**src/rtl/ca_ram_sched_pkg.sv**
```systemverilog
// Shared types and screen constants for the cellular-automaton RAM scheduler.
package ca_ram_sched_pkg;

   localparam int unsigned RAM_ADDR_W  = 10;
   localparam int unsigned RAM_DATA_W  = 16;
   localparam int unsigned XY_W        = 11;
   localparam int unsigned SCR_START_X = 1296;
   localparam int unsigned SCR_LAST_Y  = 1023;
   localparam int unsigned JOB_TIMEOUT = 511;

   typedef enum logic [1:0] {
      ST_IDLE = 2'd0,
      ST_GEN  = 2'd1,
      ST_INIT = 2'd2
   } state_t;

endpackage

```
**src/rtl/ca_ram_sched_ram_port_mux.sv**
```systemverilog
// Combinational RAM port steering: display-first read port A, owner-only write port B.
module ca_ram_sched_ram_port_mux
   import ca_ram_sched_pkg::*;
#(
   parameter int unsigned ADDR_W = RAM_ADDR_W,
   parameter int unsigned DATA_W = RAM_DATA_W
) (
   input  logic              rst,
   input  state_t            state,
   input  logic              disp_req,
   input  logic [ADDR_W-1:0] disp_addr,
   input  logic              gen_rreq,
   input  logic [ADDR_W-1:0] gen_raddr,
   input  logic              gen_wreq,
   input  logic [ADDR_W-1:0] gen_waddr,
   input  logic [DATA_W-1:0] gen_wdata,
   input  logic              init_wreq,
   input  logic [ADDR_W-1:0] init_waddr,
   input  logic [DATA_W-1:0] init_wdata,
   output logic              gen_rgnt_c,
   output logic              ena_c,
   output logic [ADDR_W-1:0] addra_c,
   output logic              enb_c,
   output logic [ADDR_W-1:0] addrb_c,
   output logic [DATA_W-1:0] dinb_c
);

   // Display is never stalled; the generator only reads while it owns the job.
   assign gen_rgnt_c = gen_rreq & ~disp_req & (state == ST_GEN) & ~rst;
   assign ena_c      = (disp_req | gen_rgnt_c) & ~rst;
   assign addra_c    = disp_req ? disp_addr : gen_raddr;

   always_comb begin
      enb_c   = 1'b0;
      addrb_c = '0;
      dinb_c  = '0;
      if (!rst) begin
         if (state == ST_GEN && gen_wreq) begin
            enb_c   = 1'b1;
            addrb_c = gen_waddr;
            dinb_c  = gen_wdata;
         end else if (state == ST_INIT && init_wreq) begin
            enb_c   = 1'b1;
            addrb_c = init_waddr;
            dinb_c  = init_wdata;
         end
      end
   end

endmodule

```
**src/rtl/ca_ram_sched.sv**
```systemverilog
// Per-scan-line job scheduler (generator or init pass) and image RAM port arbiter.
module ca_ram_sched
   import ca_ram_sched_pkg::*;
#(
   parameter int unsigned ADDR_W  = RAM_ADDR_W,
   parameter int unsigned DATA_W  = RAM_DATA_W,
   parameter int unsigned START_X = SCR_START_X,
   parameter int unsigned LAST_Y  = SCR_LAST_Y,
   parameter int unsigned TIMEOUT = JOB_TIMEOUT
) (
   input  logic              clk,
   input  logic              rst,
   input  logic [XY_W-1:0]   counter_x,
   input  logic [XY_W-1:0]   counter_y,
   input  logic              disp_req,
   input  logic [ADDR_W-1:0] disp_addr,
   output logic              gen_start,
   input  logic              gen_rreq,
   input  logic [ADDR_W-1:0] gen_raddr,
   output logic              gen_rgnt,
   output logic              gen_rvalid,
   input  logic              gen_wreq,
   input  logic [ADDR_W-1:0] gen_waddr,
   input  logic [DATA_W-1:0] gen_wdata,
   input  logic              gen_done,
   output logic              init_start,
   input  logic              init_wreq,
   input  logic [ADDR_W-1:0] init_waddr,
   input  logic [DATA_W-1:0] init_wdata,
   input  logic              init_done,
   output logic              ram_ena,
   output logic [ADDR_W-1:0] ram_addra,
   output logic              ram_enb,
   output logic [ADDR_W-1:0] ram_addrb,
   output logic [DATA_W-1:0] ram_dinb,
   output logic              busy,
   output logic              overrun,
   output logic              timeout
);

   localparam int unsigned CNT_W = $clog2(TIMEOUT + 1);

   state_t             state, state_nxt;
   logic [CNT_W-1:0]   job_cnt;
   logic               launch_c, expire_c, slot_free_c;
   logic               gen_start_nxt, init_start_nxt, set_overrun, set_timeout;
   logic               gen_rgnt_c;

   assign launch_c = (counter_x == XY_W'(START_X));
   assign expire_c = (state != ST_IDLE) && (job_cnt == CNT_W'(TIMEOUT - 1));
   assign busy     = (state != ST_IDLE);
   assign gen_rgnt = gen_rgnt_c;

   // Next state: a done pulse in the launch cycle frees the slot for the new job.
   always_comb begin
      state_nxt      = state;
      slot_free_c    = 1'b0;
      gen_start_nxt  = 1'b0;
      init_start_nxt = 1'b0;
      set_overrun    = 1'b0;
      set_timeout    = 1'b0;
      case (state)
         ST_IDLE: slot_free_c = 1'b1;
         ST_GEN: begin
            if (gen_done) begin
               state_nxt   = ST_IDLE;
               slot_free_c = 1'b1;
            end else if (expire_c) begin
               state_nxt   = ST_IDLE;
               set_timeout = 1'b1;
            end
         end
         ST_INIT: begin
            if (init_done) begin
               state_nxt   = ST_IDLE;
               slot_free_c = 1'b1;
            end else if (expire_c) begin
               state_nxt   = ST_IDLE;
               set_timeout = 1'b1;
            end
         end
         default: state_nxt = ST_IDLE;
      endcase
      if (launch_c) begin
         if (!slot_free_c) begin
            set_overrun = 1'b1;
         end else if (counter_y < XY_W'(LAST_Y)) begin
            gen_start_nxt = 1'b1;
            state_nxt     = ST_GEN;
         end else if (counter_y == XY_W'(LAST_Y)) begin
            init_start_nxt = 1'b1;
            state_nxt      = ST_INIT;
         end
      end
   end

   always_ff @(posedge clk) begin
      if (rst) begin
         state      <= ST_IDLE;
         gen_start  <= 1'b0;
         init_start <= 1'b0;
         gen_rvalid <= 1'b0;
         overrun    <= 1'b0;
         timeout    <= 1'b0;
      end else begin
         state      <= state_nxt;
         gen_start  <= gen_start_nxt;
         init_start <= init_start_nxt;
         gen_rvalid <= gen_rgnt_c;
         overrun    <= overrun | set_overrun;
         timeout    <= timeout | set_timeout;
      end
   end

   // Job age counter, saturating at the top of its range.
   always_ff @(posedge clk) begin
      if (rst) begin
         job_cnt <= '0;
      end else if (gen_start_nxt || init_start_nxt) begin
         job_cnt <= '0;
      end else if (state != ST_IDLE && job_cnt != '1) begin
         job_cnt <= job_cnt + CNT_W'(1);
      end
   end

   ca_ram_sched_ram_port_mux #(
      .ADDR_W (ADDR_W),
      .DATA_W (DATA_W)
   ) u_port_mux (
      .rst        (rst),
      .state      (state),
      .disp_req   (disp_req),
      .disp_addr  (disp_addr),
      .gen_rreq   (gen_rreq),
      .gen_raddr  (gen_raddr),
      .gen_wreq   (gen_wreq),
      .gen_waddr  (gen_waddr),
      .gen_wdata  (gen_wdata),
      .init_wreq  (init_wreq),
      .init_waddr (init_waddr),
      .init_wdata (init_wdata),
      .gen_rgnt_c (gen_rgnt_c),
      .ena_c      (ram_ena),
      .addra_c    (ram_addra),
      .enb_c      (ram_enb),
      .addrb_c    (ram_addrb),
      .dinb_c     (ram_dinb)
   );

endmodule

```
**config.mk**
```make
export PLATFORM = sky130hd
export DESIGN_NAME = ca_ram_sched
export DESIGN_NICKNAME = d
export VERILOG_FILES = /design/src/rtl/ca_ram_sched_pkg.sv /design/src/rtl/ca_ram_sched_ram_port_mux.sv /design/src/rtl/ca_ram_sched.sv
export SDC_FILE = /design/constraint.sdc
export NUM_CORES = 1
export LEC_CHECK = 0
export ABC_AREA = 1
export BUFFER_PORTS_ARGS = -buffer_cell sky130_fd_sc_hd__buf_4
export CELL_PAD_IN_SITES_DETAIL_PLACEMENT = 0
export CELL_PAD_IN_SITES_GLOBAL_PLACEMENT = 1
export CORE_MARGIN = 10
export CORE_UTILIZATION = 24
export CTS_BUF_LIST = sky130_fd_sc_hd__clkbuf_2 sky130_fd_sc_hd__clkbuf_4 sky130_fd_sc_hd__clkbuf_8
export CTS_CLUSTER_SIZE = 8
export DETAILED_ROUTE_END_ITERATION = 8
export GPL_TIMING_DRIVEN = 1
export PLACE_DENSITY_LB_ADDON = 0.1
export SETUP_SLACK_MARGIN = 0.3
export SLEW_MARGIN = 20
export SYNTH_ARGS = -nofsm -noshare
export SYNTH_HDL_FRONTEND = slang
export SYNTH_SLANG_ARGS = --single-unit
```
**constraint.sdc**
```tcl
create_clock -name clk -period 2.19 [get_ports clk]
set_clock_uncertainty 0.1 [all_clocks]
set_input_delay 0.1095 -clock clk [delete_from_list [all_inputs] [get_ports clk]]
set_output_delay 0.1095 -clock clk [all_outputs]
set_load 0.02 [all_outputs]
```
==> results of run 1 <==
[repair_timing]
| action | CTS | global route |
|---|---|---|
| buffers inserted | 6 | 1 |
| setup endpoints to repair | 28 | 29 |
| resized for setup | 9 | 20 |
| pin swaps | 1 | 5 |
[logic make-up (layout without fill, tap and decap cells)]
kind of cell / Yosys count / after routing / synth area share, %
simple gates: 168 / 168 / 50.1
buf+inv: 40 / 186 / 10.8
compound gates: 33 / 33 / 10.9
flops: 16 / 16 / 19.1
fa+ha+maj: 7 / 7 / 5.24
xor+xnor: 6 / 6 / 3.14
mux: 1 / 1 / 0.598
[cells in the final DEF (no fill, tap or decap), types with 3 or more instances in the layout]
| master | synthesis | routed |
|---|---|---|
| a21oi_1 | 30 | 30 |
| ha_4 | 0 | 3 |
| nand3_1 | 10 | 9 |
| xor2_1 | 6 | 6 |
| nor2_1 | 60 | 60 |
| nor3_1 | 9 | 5 |
| nand2_1 | 59 | 58 |
| clkbuf_8 | 0 | 3 |
| nand3_2 | 2 | 3 |
| inv_1 | 24 | 22 |
| nor3_2 | 20 | 23 |
| inv_2 | 3 | 3 |
| dfxtp_1 | 16 | 12 |
| ha_1 | 7 | 3 |
| buf_4 | 1 | 152 |
[power groups by stage]
stage                     clock network [mW]  registers, mW  logic, mW
after floorplan                            0          0.298     0.0793
after global placement                     0          0.297      0.248
after detailed placement                   0          0.298      0.250
after CTS                              0.229          0.291      0.251
after global routing                   0.240          0.288      0.272
final                                  0.214          0.289      0.250
[registers in the layout (all words and copies together) (netlist names)]
name	flops
gen_start	1
init_start	1
job_cnt	9
timeout	1
overrun	1
gen_rvalid	1
state	2
[path summary, 6_finish.rpt]
check / from / endpoint / slack (ns) / depth (start not counted)
min reg2reg: overrun$_SDFF_PP0_ / overrun$_SDFF_PP0_ / 0.37 / 1
min: rst / timeout$_SDFF_PP0_ / 0.02 / 2
max: state[1]$_SDFF_PP0_ / ram_dinb[8] / 0.36 / 8
max reg2reg: job_cnt[0]$_SDFFE_PP0P_ / job_cnt[6]$_SDFFE_PP0P_ / 0.41 / 10
[metal layers]
layer	vias to the layer above	wire length, um	track usage (%)
met1	990	2920	15.1
met4	0	29	1.93
met3	4	749	2.86
met5	-	0	0
met2	82	3610	22.0
li1	1158	-	-
[per-stage QoR]
stage	hold WS, ns	setup slack [ns]	power (mW)	util, %
floorplan	0.0888	0.460	0.377	-
global placement	0.275	0.351	0.545	41.9
detailed placement	0.285	0.321	0.548	41.9
CTS	0.0177	0.307	0.771	43.7
global route	0.0246	0.256	0.800	45.1
finish	0.0244	0.362	0.753	45.1
[final cells by class]
type	instances	area share, %
Timing Repair Buffer	156	39.3
Clock buffer	3	1.35
Sequential cell	16	10.8
Multi-Input combinational cell	215	41.1
Inverter	27	3.55
Tap cell	96	3.92
[worst max-delay path: stages, from the launching register on]
cell and delay (ns):
dfxtp_2 0.34, inv_2 0.09, ha_4 0.15, nand2_4 0.07, a21oi_4 0.19, inv_6 0.08
buf_12 0.16, nor3_2 0.12, buf_4 0.17
==> key figures, run 1 <==
Outcome
  – Status: finished clean

Drt
  – Wire per inst: 14.2 um
  – DRT Pass-1 Iters: 4
  – Drt via density: 4.35
  – Final wirelength: 7310 um
  – Post-route DRC: 0
  – Via Count: 2234
  – Post-DRT Antenna Nets: 0
  – 1st-iter DRT viols: 44

Power
  – VDD IR max: 223 uV
  – Static Leak: 1.57 nW
  – Sequential power share: 38.3%
  – Comb pwr share: 33.2%
  – PwrDens: 246 mW/mm2
  – Clk network pwr share: 28.5%
  – Sw Ratio: 25.5%
  – P_int: 0.561 mW
  – Psw: 0.192 mW

Logic synthesis
  – Largest cells by area after synthesis: dfxtp_1 19%, nor2_1 13%, nand2_1 13%
  – #FFs+latches synth: 16
  – Count leader, synth: nor2_1
  – Post-synth EDFFs: 0
  – Mapped Area: 0.00167 mm2
  – Yosys top cell by area: dfxtp_1
  – Number of warning messages in the yosys log: 0
  – Top FF cell, synth: dfxtp_1
  – Cell variety after synth: 27
  – Syn Nets: 380
  – Synthesized area per cell: 6.17 um2
  – Post-synthesis sequential area ratio: 19.1%
  – Post-synth top area share: 19.1%
  – Async S/R FF share, synth: 0%
  – Top cells by count, synth: 60 x nor2_1, 59 x nand2_1, 30 x a21oi_1
  – Post-Syn Instances: 271

Layout
  – Fillers: 720
  – Fin area: 0.00306 mm2
  – Storage cell area: 330 um2
  – Area growth from synthesis to layout: 83.2%
  – Multi-input logic area: 0.00126 mm2
  – # nets final: 528
  – Layout cells sized above 1: 49.9%
  – Fin cells: 513
  – Number of inserted diodes: 0

Timing
  – Fmax: 547 MHz
  – Setup TNS: 0 ns
  – Slew HR: 79.1%
  – Tcrit/Tclk final: 83.5%
  – Final worst path period need: 1.83 ns
  – Worst-Margin Slew: 0.313 ns
  – Setup violations, final: 0
  – RSZ-0062 raised after global routing: yes
  – Hold Vio Cnt, Final: 0
  – Fin. max-slew vios: 0

Floorplan
  – Die X: 103 um
  – Initial Utilization: 24.6%
  – Core area: 0.00679 mm2
  – Die height: 103 um
  – Die area: 0.0107 mm2
  – Boundary pin count: 147
  – FP Rows: 30

Clocking
  – CTS clk-pin slew, worst paths: 0.06 ns
  – CTS tree: done
  – Clock Latency Late Sink: 0.24 ns
  – Clk sinks: 16
  – Clock root cell: clkbuf_8
  – CTS H-tree lvls: 1
  – Post-CTS Hold Buffers: 0
  – Num CTS Buffers: 3
  – Clock Path Buffers: 2

Setup path
  – Crit end category: output pin
  – CP Class: reg2out
  – Worst Path Arrival: 1.62 ns
  – CP Max Fanout: 11
  – Startpoint types: register
  – Critical path data required time: 1.98 ns

Place
  – Placed wire-length estimate: 5920 um
  – # port buffers: 146
  – Placed Cells: 503
  – Post-DP Area: 0.00284 mm2
  – GPL Wtd Cong: 0.803

Hold path
  – Type of the worst min-delay path: in2reg

Global routing
  – Overall Global Routing Usage: 12.4%
  – Vias in the first global route: 2155
  – Initial antenna violation count: 0
  – First-pass GRT wire length: 10800 um
  – Overflow after GRT: 0
  – Largest net degree at the start of global routing: 30

Flow run
  – Maxcap violations: 0
Power figures use the tool's default switching activity.
==> run 2, diff against run 1 <==
- clock period: 2.19 -> 1.83 ns (I/O delays scaled with it)
==> run 2 against run 1 <==
Against the previous run: clock-buffer cell count rose by 1; utilization rose by 6.2 points; power rose by 29%; global-route usage rose by 0.21 points; sequential share of layout area fell by 1.2 points; die area did not move; worst hold slack improved by 0.0075 ns; clock power rose by 46%; largest power group unchanged; critical path depth fell by 1.
==> key figures, run 2 (synthesized netlist as in run 1, its figures left out) <==
Hold path
  – Type of the worst min-delay path: in2reg

Timing
  – Hold WS: 0.0319 ns (+0.00751 ns)
  – Setup WS post-layout: 0.0112 ns (-0.351 ns)
  – Tcrit/Tclk final: 99.4%
  – Hold Vio Cnt, Final: 0 (unchanged)
  – Worst-Margin Slew: 0.318 ns (+0.00448 ns)
  – Fin. max-slew vios: 0 (unchanged)
  – Slew HR: 78.8% (-0.30 points)
  – Fmax: 550 MHz
  – RSZ-0062 raised after global routing: yes
  – Setup violations, final: 0 (unchanged)
  – Final worst path period need: 1.82 ns

Layout
  – Number of inserted diodes: 0 (unchanged)
  – Top reg by flops: job_cnt
  – Largest regs: job_cnt: 9 flops, state: 2 flops
  – Area growth from synthesis to layout: 108%
  – Fillers: 701 (-2.6%)
  – # nets final: 542 (+2.7%)
  – Max reg flops: 9 (unchanged)
  – Leading cell types in the layout, fill and taps excluded: 135 x buf_4, 60 x nor2_1, 58 x nand2_1, 30 x a21oi_1, 30 x buf_6
  – Commonest non-fill, non-tap cell in the layout: buf_4
  – Layout cells sized above 1: 52.5% (+2.7 points)
  – Fin cells: 528 (+2.9%)

Global routing
  – Vias in the first global route: 2132 (-1.1%)
  – First-pass GRT wire length: 10800 um (+0.58%)
  – Overflow after GRT: 0 (unchanged)
  – Overall Global Routing Usage: 12.6% (+0.21 points)
  – Largest net degree at the start of global routing: 30 (unchanged)
  – Initial antenna violation count: 0 (unchanged)

Floorplan
  – Die X: 103 um (unchanged)
  – Die area: 0.0107 mm2 (unchanged)
  – Die height: 103 um (unchanged)
  – Core area: 0.00679 mm2 (unchanged)
  – Boundary pin count: 147 (unchanged)
  – FP Rows: 30 (unchanged)
  – Initial Utilization: 24.6% (unchanged)

Drt
  – Post-DRT Antenna Nets: 0 (unchanged)
  – Final wirelength: 7550 um (+3.3%)
  – Drt via density: 4.27 (-1.8%)
  – DRT Pass-1 Iters: 4 (unchanged)
  – 1st-iter DRT viols: 69 (+57%)
  – Via Count: 2257 (+1.0%)
  – Wire per inst: 14.3 um (+0.32%)
  – Post-route DRC: 0 (unchanged)

Setup path
  – Startpoint types: register
  – Critical path data required time: 1.64 ns (-0.34 ns)
  – CP Class: reg2out
  – Crit end category: output pin
  – Worst Path Arrival: 1.63 ns (about the same)
  – CP Max Fanout: 7 (-4)

Place
  – # port buffers: 146 (unchanged)
  – GPL Wtd Cong: 0.755 (-6.0%)
  – Placed wire-length estimate: 6050 um (+2.1%)
  – Worst slack, placed: 0.0225 ns (-0.298 ns)
  – Placed Cells: 506 (+0.60%)

Clocking
  – Clk sinks: 16 (unchanged)
  – Clock root cell: clkbuf_8
  – CTS tree: done
  – Clock Latency Late Sink: 0.25 ns (about the same)
  – Clock Path Buffers: 2 (unchanged)
  – CTS H-tree lvls: 1 (unchanged)
  – CTS clk-pin slew, worst paths: 0.07 ns (about the same)
  – Num CTS Buffers: 3 (unchanged)

Power
  – VDD IR max: 262 uV (+17%)
  – Static Leak: 1.62 nW (+3.1%)
  – PwrDens: 279 mW/mm2 (+14%)

Flow run
  – Maxcap violations: 0 (unchanged)

Outcome
  – Status: finished clean
run 2: cell count changes in the layout (fill, tap and decap cells not counted), sizes merged:
cell and change:
clkbuf +1, dlygate4sd3 +3, buf +9, inv +1, bufinv +1
run 2: power breakdown:
group	switching (mW)	internal (mW)	total, mW	leakage [nW]
clock network	0.121	0.191	0.312	0.0288
logic	0.130	0.187	0.317	1.46
registers	0.0000280	0.344	0.344	0.132
total	0.252	0.721	0.973	1.62
run 2: what timing repair did:
| action | in CTS | in global routing |
|---|---|---|
| gates cloned | 2 | 0 |
| setup endpoints to repair | 43 | 44 |
| pin swaps | 3 | 6 |
| gates resized for setup | 34 | 16 |
| hold endpoints to repair | 2 | 0 |
| setup buffers | 10 | 3 |
| hold buffers | 3 | 0 |
run 2: final cells by class:
| type | count | area, um2 | share of cell area, % |
|---|---|---|---|
| inverters | 27 | 133 | 3.80 |
| repair buffers | 168 | 1380 | 39.6 |
| repair inverters | 2 | 25.0 | 0.718 |
| multi-input cells | 215 | 1440 | 41.3 |
| clock buffers | 4 | 55.1 | 1.58 |
| flip-flops and latches | 16 | 333 | 9.55 |
| well taps | 96 | 120 | 3.45 |
run 2: per-layer routing:
metal / wire [um] / global-route usage [%] / up-vias
met5: 0 / 0 / -
met4: 93 / 3.21 / 0
met3: 750 / 2.66 / 6
met2: 3990 / 23.2 / 68
met1: 2710 / 14.4 / 998
li1: - / - / 1185
run 2: path summary, 6_finish.rpt:
path                        from                       to  slack (ns)  depth (start not counted)
max          state[1]$_SDFF_PP0_              ram_dinb[7]        0.01                          7
min                     disp_req    gen_rvalid$_SDFF_PP0_        0.03                          2
max reg2reg  state[1]$_SDFF_PP0_  job_cnt[3]$_SDFFE_PP0P_        0.09                         10
min reg2reg   overrun$_SDFF_PP0_       overrun$_SDFF_PP0_        0.39                          1
run 2: critical path: stages (launching register included):
cell and delay, ns:
dfxtp_4 0.37, inv_4 0.06, ha_4 0.16, nand2_8 0.06, a21oi_4 0.21, bufinv_16 0.23
nor3_4 0.13, buf_6 0.14
run 2: metrics by stage:
step           total power [mW]  cell area, um2  utilization, %  setup TNS, ns
2_1_floorplan             0.461            1900               -              0
3_3_place_gp              0.666            3080            45.3              0
3_5_place_dp              0.668            3080            45.3              0
4_1_cts                   0.990            3400            50.0              0
5_1_grt                    1.04            3490            51.3          -1.38
6_report                  0.973            3490            51.3              0
==> run 3, diff against run 2 <==
- MAX_ROUTING_LAYER: not set -> met4
==> run 3 against run 2 <==
Against the previous run: cell count unchanged; critical path depth unchanged; worst hold slack about the same; combinational power about the same; die area unchanged; non-clock buffer count unchanged; flip-flop and latch count unchanged; register-to-register slack about the same; via count increased by 0.62%; sequential power about the same; clock power about the same; power about the same; largest cell class unchanged.
==> key figures, run 3 (synthesized netlist as in run 1, its figures left out) <==
Clocking
  – Clk sinks: 16 (unchanged)
  – Num CTS Buffers: 3 (unchanged)
  – Clock Path Buffers: 2 (unchanged)
  – CTS clk-pin slew, worst paths: 0.07 ns (about the same)
  – CTS H-tree lvls: 1 (unchanged)
  – Clock root cell: clkbuf_8
  – Clock Latency Late Sink: 0.25 ns (about the same)
  – CTS tree: done

Floorplan
  – Boundary pin count: 147 (unchanged)
  – Initial Utilization: 24.6% (unchanged)
  – Die height: 103 um (unchanged)
  – Die X: 103 um (unchanged)
  – Core area: 0.00679 mm2 (unchanged)
  – Die area: 0.0107 mm2 (unchanged)
  – FP Rows: 30 (unchanged)

Setup path
  – Critical path data required time: 1.64 ns (about the same)
  – Critical path's largest stage delay: 0.37 ns (about the same)
  – CP Max Fanout: 7 (unchanged)
  – CP Class: reg2out
  – Startpoint types: register
  – Crit end category: output pin
  – Worst-path cell chain: inv_4, ha_4, nand2_8, a21oi_4, bufinv_16, nor3_4, buf_6
  – Critical-path top delay cell: dfxtp_4
  – Worst Path Arrival: 1.63 ns (about the same)
  – Reg2reg setup slack: 0.09 ns (about the same)

Power
  – PwrDens: 279 mW/mm2 (about the same)
  – VDD IR max: 262 uV (about the same)
  – Static Leak: 1.62 nW (unchanged)
  – Total chip power: 0.972 mW (about the same)

Drt
  – Wire per inst: 14.3 um (+0.16%)
  – 1st-iter DRT viols: 73 (+5.8%)
  – Via Count: 2271 (+0.62%)
  – DRT Pass-1 Iters: 4 (unchanged)
  – Post-DRT Antenna Nets: 0 (unchanged)
  – Drt via density: 4.30 (+0.62%)
  – Post-route DRC: 0 (unchanged)
  – Final wirelength: 7560 um (+0.16%)

Global routing
  – First-pass GRT wire length: 10800 um (+0.13%)
  – Initial antenna violation count: 0 (unchanged)
  – Overflow after GRT: 0 (unchanged)
  – Vias in the first global route: 2133 (+0.047%)
  – Largest net degree at the start of global routing: 30 (unchanged)
  – Overall Global Routing Usage: 13.0% (+0.37 points)

Timing
  – Worst-Margin Slew: 0.316 ns (-0.00134 ns)
  – Fin. max-slew vios: 0 (unchanged)
  – Slew HR: 78.9% (+0.089 points)
  – RSZ-0062 raised after global routing: yes
  – Hold WS: 0.0320 ns (+0.000153 ns)
  – Hold Vio Cnt, Final: 0 (unchanged)
  – Fmax: 548 MHz (-0.32%)
  – Setup WS post-layout: 0.00531 ns (-0.00592 ns)
  – Setup TNS: 0 ns (unchanged)
  – Tcrit/Tclk final: 99.7% (+0.32 points)
  – Final worst path period need: 1.82 ns (+0.00592 ns)
  – Setup violations, final: 0 (unchanged)

Place
  – # port buffers: 146 (unchanged)
  – Placed wire-length estimate: 6050 um (unchanged)
  – Worst slack, placed: 0.0225 ns (unchanged)
  – GPL Wtd Cong: 0.765 (+1.3%)
  – Placed Cells: 506 (unchanged)

Layout
  – Layout cells sized above 1: 52.5% (unchanged)
  – Largest regs: job_cnt: 9 flops, state: 2 flops
  – Fin cells: 528 (unchanged)
  – Area growth from synthesis to layout: 108% (unchanged)
  – # nets final: 542 (unchanged)
  – Number of inserted diodes: 0 (unchanged)
  – Top reg by flops: job_cnt
  – Fillers: 701 (unchanged)
  – Commonest non-fill, non-tap cell in the layout: buf_4
  – Max reg flops: 9 (unchanged)
  – Leading cell types in the layout, fill and taps excluded: 135 x buf_4, 60 x nor2_1, 58 x nand2_1, 30 x a21oi_1, 30 x buf_6

Flow run
  – Maxcap violations: 0 (unchanged)

Hold path
  – Type of the worst min-delay path: in2reg

Outcome
  – Status: finished clean
-- run 3: cell counts in the layout (fill, tap and decap cells not counted) --
No cell type changed its count.
-- run 3: final timing paths --
| kind | startpoint | endpoint | depth (start not counted) |
|---|---|---|---|
| hold reg to reg | overrun$_SDFF_PP0_ | overrun$_SDFF_PP0_ | 1 |
| setup reg to reg | state[1]$_SDFF_PP0_ | job_cnt[3]$_SDFFE_PP0P_ | 10 |
| hold / removal | disp_req | gen_rvalid$_SDFF_PP0_ | 2 |
| setup / recovery | state[1]$_SDFF_PP0_ | ram_dinb[7] | 7 |
-- run 3: layout make-up --
class	instances	area [um2]	area share, %
well taps	96	120	3.45
multi-input cells	215	1440	41.3
repair buffers	168	1380	39.6
inverters	27	133	3.80
flip-flops and latches	16	333	9.55
repair inverters	2	25.0	0.718
clock buffers	4	55.1	1.58
-- run 3: routing by layer --
| layer | GRT usage, % | vias to the layer above | routed length [um] |
|---|---|---|---|
| met3 | 2.26 | 6 | 747 |
| met5 | - | - | 0 |
| li1 | - | 1184 | - |
| met4 | 3.21 | 0 | 91 |
| met2 | 23.3 | 86 | 4010 |
| met1 | 14.7 | 995 | 2710 |
-- run 3: critical path: cells and delay by family (launching register included) --
| kind | cells | cell delay (ns) |
|---|---|---|
| AND/OR/NAND/NOR | 2 | 0.19 |
| adder cells (fa/ha/maj) | 1 | 0.16 |
| flip-flops | 1 | 0.37 |
| buffers and inverters | 3 | 0.43 |
| AO/OA/AOI/OAI | 1 | 0.21 |
-- run 3: stage by stage --
step,util (%),cell area [um2]
finish,51.3,3490
CTS,50.0,3400
floorplan,-,1900
global placement,45.3,3080
detailed placement,45.3,3080
global route,51.3,3490
-- run 3: where the power goes --
| part | internal, mW | switching [mW] | total, mW |
|---|---|---|---|
| Combinational | 0.187 | 0.130 | 0.317 |
| Clock | 0.191 | 0.121 | 0.311 |
| Sequential | 0.344 | 0.0000280 | 0.344 |
| Total | 0.721 | 0.251 | 0.972 |
-- run 3: what timing repair did --
action                                 in CTS  in global routing
gates resized for setup                    34                 16
gates cloned                                2                  0
endpoints found under the hold margin       2                  0
setup endpoints to repair                  43                 44
hold buffers                                3                  0
pin swaps                                   3                  6
setup buffers                              10                  3
